`config.mk`:
```
export PLATFORM = sky130hd
export DESIGN_NAME = button_direction_ctrl
export DESIGN_NICKNAME = d
export VERILOG_FILES = /design/src/rtl/button_direction_ctrl.sv
export SDC_FILE = /design/constraint.sdc
export NUM_CORES = 1
export LEC_CHECK = 0
export ABC_AREA = 1
export CAP_MARGIN = 20
export CORE_ASPECT_RATIO = 1.4
export CORE_MARGIN = 2
export CORE_UTILIZATION = 30
export CTS_CLUSTER_SIZE = 8
export DETAILED_ROUTE_END_ITERATION = 6
export PLACE_DENSITY = 0.46
export SLEW_MARGIN = 20
export SYNTH_ARGS = -nofsm -noshare
export SYNTH_HDL_FRONTEND = slang
export SYNTH_SLANG_ARGS = --single-unit
```
`constraint.sdc`:
```
create_clock -name clk -period 1.62 [get_ports clk]
set_input_delay 0.486 -clock clk [delete_from_list [all_inputs] [get_ports clk]]
set_output_delay 0.486 -clock clk [all_outputs]
set_load 0.01 [all_outputs]
```
`src/rtl/button_direction_ctrl.sv`:
```
// Per-button debouncer with one-cycle press pulses, feeding a snake direction
// register that queues the newest legal press and commits it on the game tick.
module button_direction_ctrl #(
  parameter int DEBOUNCE_CYCLES = 500000,
  parameter bit ACTIVE_LOW      = 1'b1
) (
  input  logic       clk,
  input  logic       reset,
  input  logic [3:0] in,
  input  logic       step,
  output logic [3:0] press,
  output logic [1:0] dir,
  output logic       pend_valid
);

  localparam int CW = (DEBOUNCE_CYCLES > 2) ? $clog2(DEBOUNCE_CYCLES) : 1;
  localparam logic [CW-1:0] CNT_MAX = CW'(DEBOUNCE_CYCLES - 1);

  logic [3:0]         lvl;
  logic [3:0][CW-1:0] cnt_q, cnt_d;
  logic [3:0]         stable_q, stable_d;
  logic [3:0]         press_q, press_d;
  logic [1:0]         dir_q, dir_d;
  logic [1:0]         pend_q, pend_d;
  logic               pend_valid_q, pend_valid_d;
  logic [1:0]         cand;
  logic [1:0]         refDir;
  logic               accept;

  assign lvl = ACTIVE_LOW ? ~in : in;

  // A lane flips only after the new level is sampled DEBOUNCE_CYCLES times in a row;
  // the pulse is raised in the same edge the stable level goes high.
  always_comb begin
    for (int i = 0; i < 4; i++) begin
      cnt_d[i]    = '0;
      stable_d[i] = stable_q[i];
      press_d[i]  = 1'b0;
      if (lvl[i] != stable_q[i]) begin
        if (cnt_q[i] == CNT_MAX) begin
          stable_d[i] = lvl[i];
          press_d[i]  = lvl[i];
        end else begin
          cnt_d[i] = cnt_q[i] + CW'(1);
        end
      end
    end
  end

  always_comb begin
    cand = 2'd0;
    if (press_q[0])      cand = 2'd0;
    else if (press_q[1]) cand = 2'd1;
    else if (press_q[2]) cand = 2'd2;
    else if (press_q[3]) cand = 2'd3;
  end

  // Reversal is judged against the direction that will be in force after this edge,
  // so a press arriving with the tick cannot undo the move being committed.
  always_comb begin
    refDir       = (step && pend_valid_q) ? pend_q : dir_q;
    accept       = (press_q != 4'b0000) && (cand != (refDir ^ 2'b10));
    dir_d        = refDir;
    pend_d       = accept ? cand : pend_q;
    pend_valid_d = accept | (pend_valid_q & ~step);
  end

  always_ff @(posedge clk) begin
    if (reset) begin
      cnt_q        <= '0;
      stable_q     <= '0;
      press_q      <= '0;
      dir_q        <= 2'b00;
      pend_q       <= 2'b00;
      pend_valid_q <= 1'b0;
    end else begin
      cnt_q        <= cnt_d;
      stable_q     <= stable_d;
      press_q      <= press_d;
      dir_q        <= dir_d;
      pend_q       <= pend_d;
      pend_valid_q <= pend_valid_d;
    end
  end

  assign press      = press_q;
  assign dir        = dir_q;
  assign pend_valid = pend_valid_q;

endmodule

```
==> impl_results.md <==
* CTS max path bufs at 2
* Synthesized area per cell at 7.06 um^2
* Final Skew at 0.00461 ns
* Crit Reg-Reg Startpoint: cnt_q[57]
* WP data required at roughly 1.9 ns
* Antenna-violating nets left at 0
* Initial core utilization at 30.8%
* Register area at between 0.0015 and 0.002 mm^2
* Setup TNS at 0 ns
* Top cell type's share of synthesized area at 39.7%
* Initial DRC Count at between 150 and 200
* Post-synth EDFFs at 0
* Leak Pwr at 0.00198 uW
* GR Util All Layers at 13.3%
* Via density per instance at around 4.5
* Top FF cell, synth: dfxtp_1
* Top post-synthesis cells by count: nand2_1, nor2_1, dfxtp_1, inv_1, nand3_1
* IO Port Bufs at 13
* Drt pass-1 iters at 6
* R2r setup slk at 0.12 ns
* Transition time of the tightest slew-check pin at 0.324 ns
* Hold buffer count at cts at 0
* Fillcell total at 1584
* Crit path time final at about 1.5 ns
* YS warnings at 0
* Max-Cap Viols at 0
* Final #Nets at 696
* H-tree Lvls at 3
* Clk_lat worst skew at 0.34 ns
* GRT Residual Overflow at 0
* Yosys top cell by area: dfxtp_1
* Setup Crit Path Kind: flop to flop
* Crit path from: cnt_q[57]
* Gate Count Post-Synth at 635
* IO Count at 14
* Vias at approximately 4.0k
* CP max stage delay at 0.35 ns
* Die area at 0.0160 mm^2
* Register bit total from synthesis at just under 90
* Area of the multi-input gates at 0.00236 mm^2
* Root buffer cell: clkbuf_16
* Synth top area cells: dfxtp_1, nand2_1, nor2_1
* DP Worst Slack at -0.175 ns
* RSZ-0062 raised after global routing: yes
* Post-synth ARST share at 0%
* Largest net degree at the start of global routing at 14
* Number of global-route vias before repair at ~3.8k
* Max-slew violation count at 0
* First-pass GRT wire length at about 17000 um
* P&R area growth vs syn at 20.7%
* Final setup fails at 0
* Crit-path slowest cell: dfxtp_1
* Setup crit end: cnt_q[75]
* Worst setup EP type: flop
* TritonCTS buffer count at 9
* Part of the cycle the worst path needs at 92.4%
* Post-synth net total at roughly 650
* Routability cong. at 0.836
* Worst reg-to-reg path cell count at 10
* Final wirelength at 10100 um
* DR WL/cell at 11.5 um
* Status: complete, no violations
* Critical path startpoint category: flop
* P per Cell Area at 835 mW/mm^2
* CTS tree: built
* Antenna cells at 0
* Final setup margin at roughly 0.12 ns
* Critical path cell sequence: ha_1, nand2_1, nor2_4, inv_2, nor2_4, nand3_4, nand2_8, inv_1, nand2_1, nor2_1
* Die width at 107 um
* Hold Crit Class: flop to flop
* Critical Path AT at 1.73 ns
* Initial antenna violation count at 0
* Hold Vio Cnt, Final at 0
* Seq/Total Area, Yosys at 39.7%
* Share of layout cells above drive strength 1 at around 14%
* Reg2reg end: cnt_q[75]
* Clock Pin Slew Worst Setup and Hold Paths at 0.06 ns
* Post-DP HPWL at 7610 um
* Die Height at roughly 150 um
* Area of the mapped netlist at 0.00449 mm^2
* Core area at 0.0146 mm^2
* Slew HR at 78.3%
* VDD IR max at 357 uV
* CP max FO at 5
* Post-synthesis cell type count at 32
* Most frequent cell after synthesis: nand2_1
* Max Fclk at 668 MHz
* Rows at 52
* Clk sinks at between 80 and 90
* DRC at 0
==> timing repair <==
| action | in CTS | in global routing |
|---|---|---|
| gates cloned | 0 | 1 |
| endpoints found under the hold margin | 0 | 0 |
| gates resized for setup | 10 | 9 |
| pin swaps | 0 | 1 |
| setup buffers | 0 | 3 |
| endpoints found under the setup margin | 7 | 15 |
==> layout by cell type (no fill, tap or decap), types with 7 or more instances in the layout <==
cell type	netlist	final
a21oi_1	30	30
inv_2	8	8
nor3_1	21	21
nand4_1	23	23
nand2_1	136	136
inv_1	83	83
nor3b_1	8	8
nor2_1	104	101
nor2_4	6	8
xor2_1	24	24
buf_4	0	29
clkbuf_16	0	9
dfxtp_1	89	86
dlygate4sd2_1	0	7
nand3_1	38	38
==> kinds of logic (layout without fill, tap and decap cells) <==
family | count (synthesis) | count (layout) | synth area share (%)
adders and majority gates | 4 | 4 | 1.12
AOI/OAI and AO/OA | 41 | 41 | 4.63
xor gates and xnor gates | 25 | 25 | 4.88
buffers and inverters | 97 | 151 | 8.79
DFF | 89 | 89 | 39.7
and+or+nand+nor | 379 | 380 | 40.9
==> worst min path at each step <==
| stage | startpoint | to | slack [ns] | cells after the start |
|---|---|---|---|---|
| 3_3_place_gp | cnt_q[57] | cnt_q[57] | 0.43 | 1 |
| 6_report | cnt_q[57] | cnt_q[57] | 0.44 | 1 |
| 5_1_grt | cnt_q[57] | cnt_q[57] | 0.46 | 1 |
| 3_5_place_dp | cnt_q[57] | cnt_q[57] | 0.43 | 1 |
| 2_1_floorplan | cnt_q[38] | cnt_q[38] | 0.42 | 1 |
| 4_1_cts | cnt_q[57] | cnt_q[57] | 0.44 | 1 |
==> worst max-delay path: cells and delay by family (launching register included) <==
kind / cells / cell delay, ns
adders and majority gates: 1 / 0.17
and+or+nand+nor: 7 / 0.74
buffers and inverters: 2 / 0.14
DFF: 1 / 0.35
==> metal layers <==
layer | global-route usage [%] | part of all wire [%] | vias to the layer above
met2 | 23.4 | 50 | 47
met1 | 15.2 | 44 | 1782
li1 | - | - | 2127
met5 | 0 | 0 | -
met4 | 6.92 | 3.2 | 0
met3 | 2.37 | 2.1 | 17
==> state kept, by name, indices dropped and copies added (netlist names) <==
name	cells
pend_q	2
pend_valid	1
stable_q	4
dir	2
cnt_q	76
press	4
==> power by group <==
part,switching (uW),internal [uW]
logic,77.3,72.6
registers,7.13,2200
clock network,844,1320
==> area by class of cell <==
class	instances	area share [%]
clock buffer	14	5.06
timing repair buffer	44	7.00
inverter	91	6.31
sequential	89	33.0
multi-input combinational	450	43.6
clock inverter	2	0.647
tap	189	4.37
==> through the flow <==
step | std cells | instance area [um^2] | hold slack, ns | util [%] | total power (uW)
6_report | 879 | 5420 | 0.439 | 37.2 | 4520
3_3_place_gp | 859 | 5030 | 0.428 | 34.5 | 2390
5_1_grt | 879 | 5420 | 0.457 | 37.2 | 4700
3_5_place_dp | 859 | 5030 | 0.435 | 34.5 | 2390
2_1_floorplan | 635 | 4490 | 0.417 | - | 2320
4_1_cts | 875 | 5340 | 0.444 | 36.6 | 4610
(Power assumes the default switching activity.)
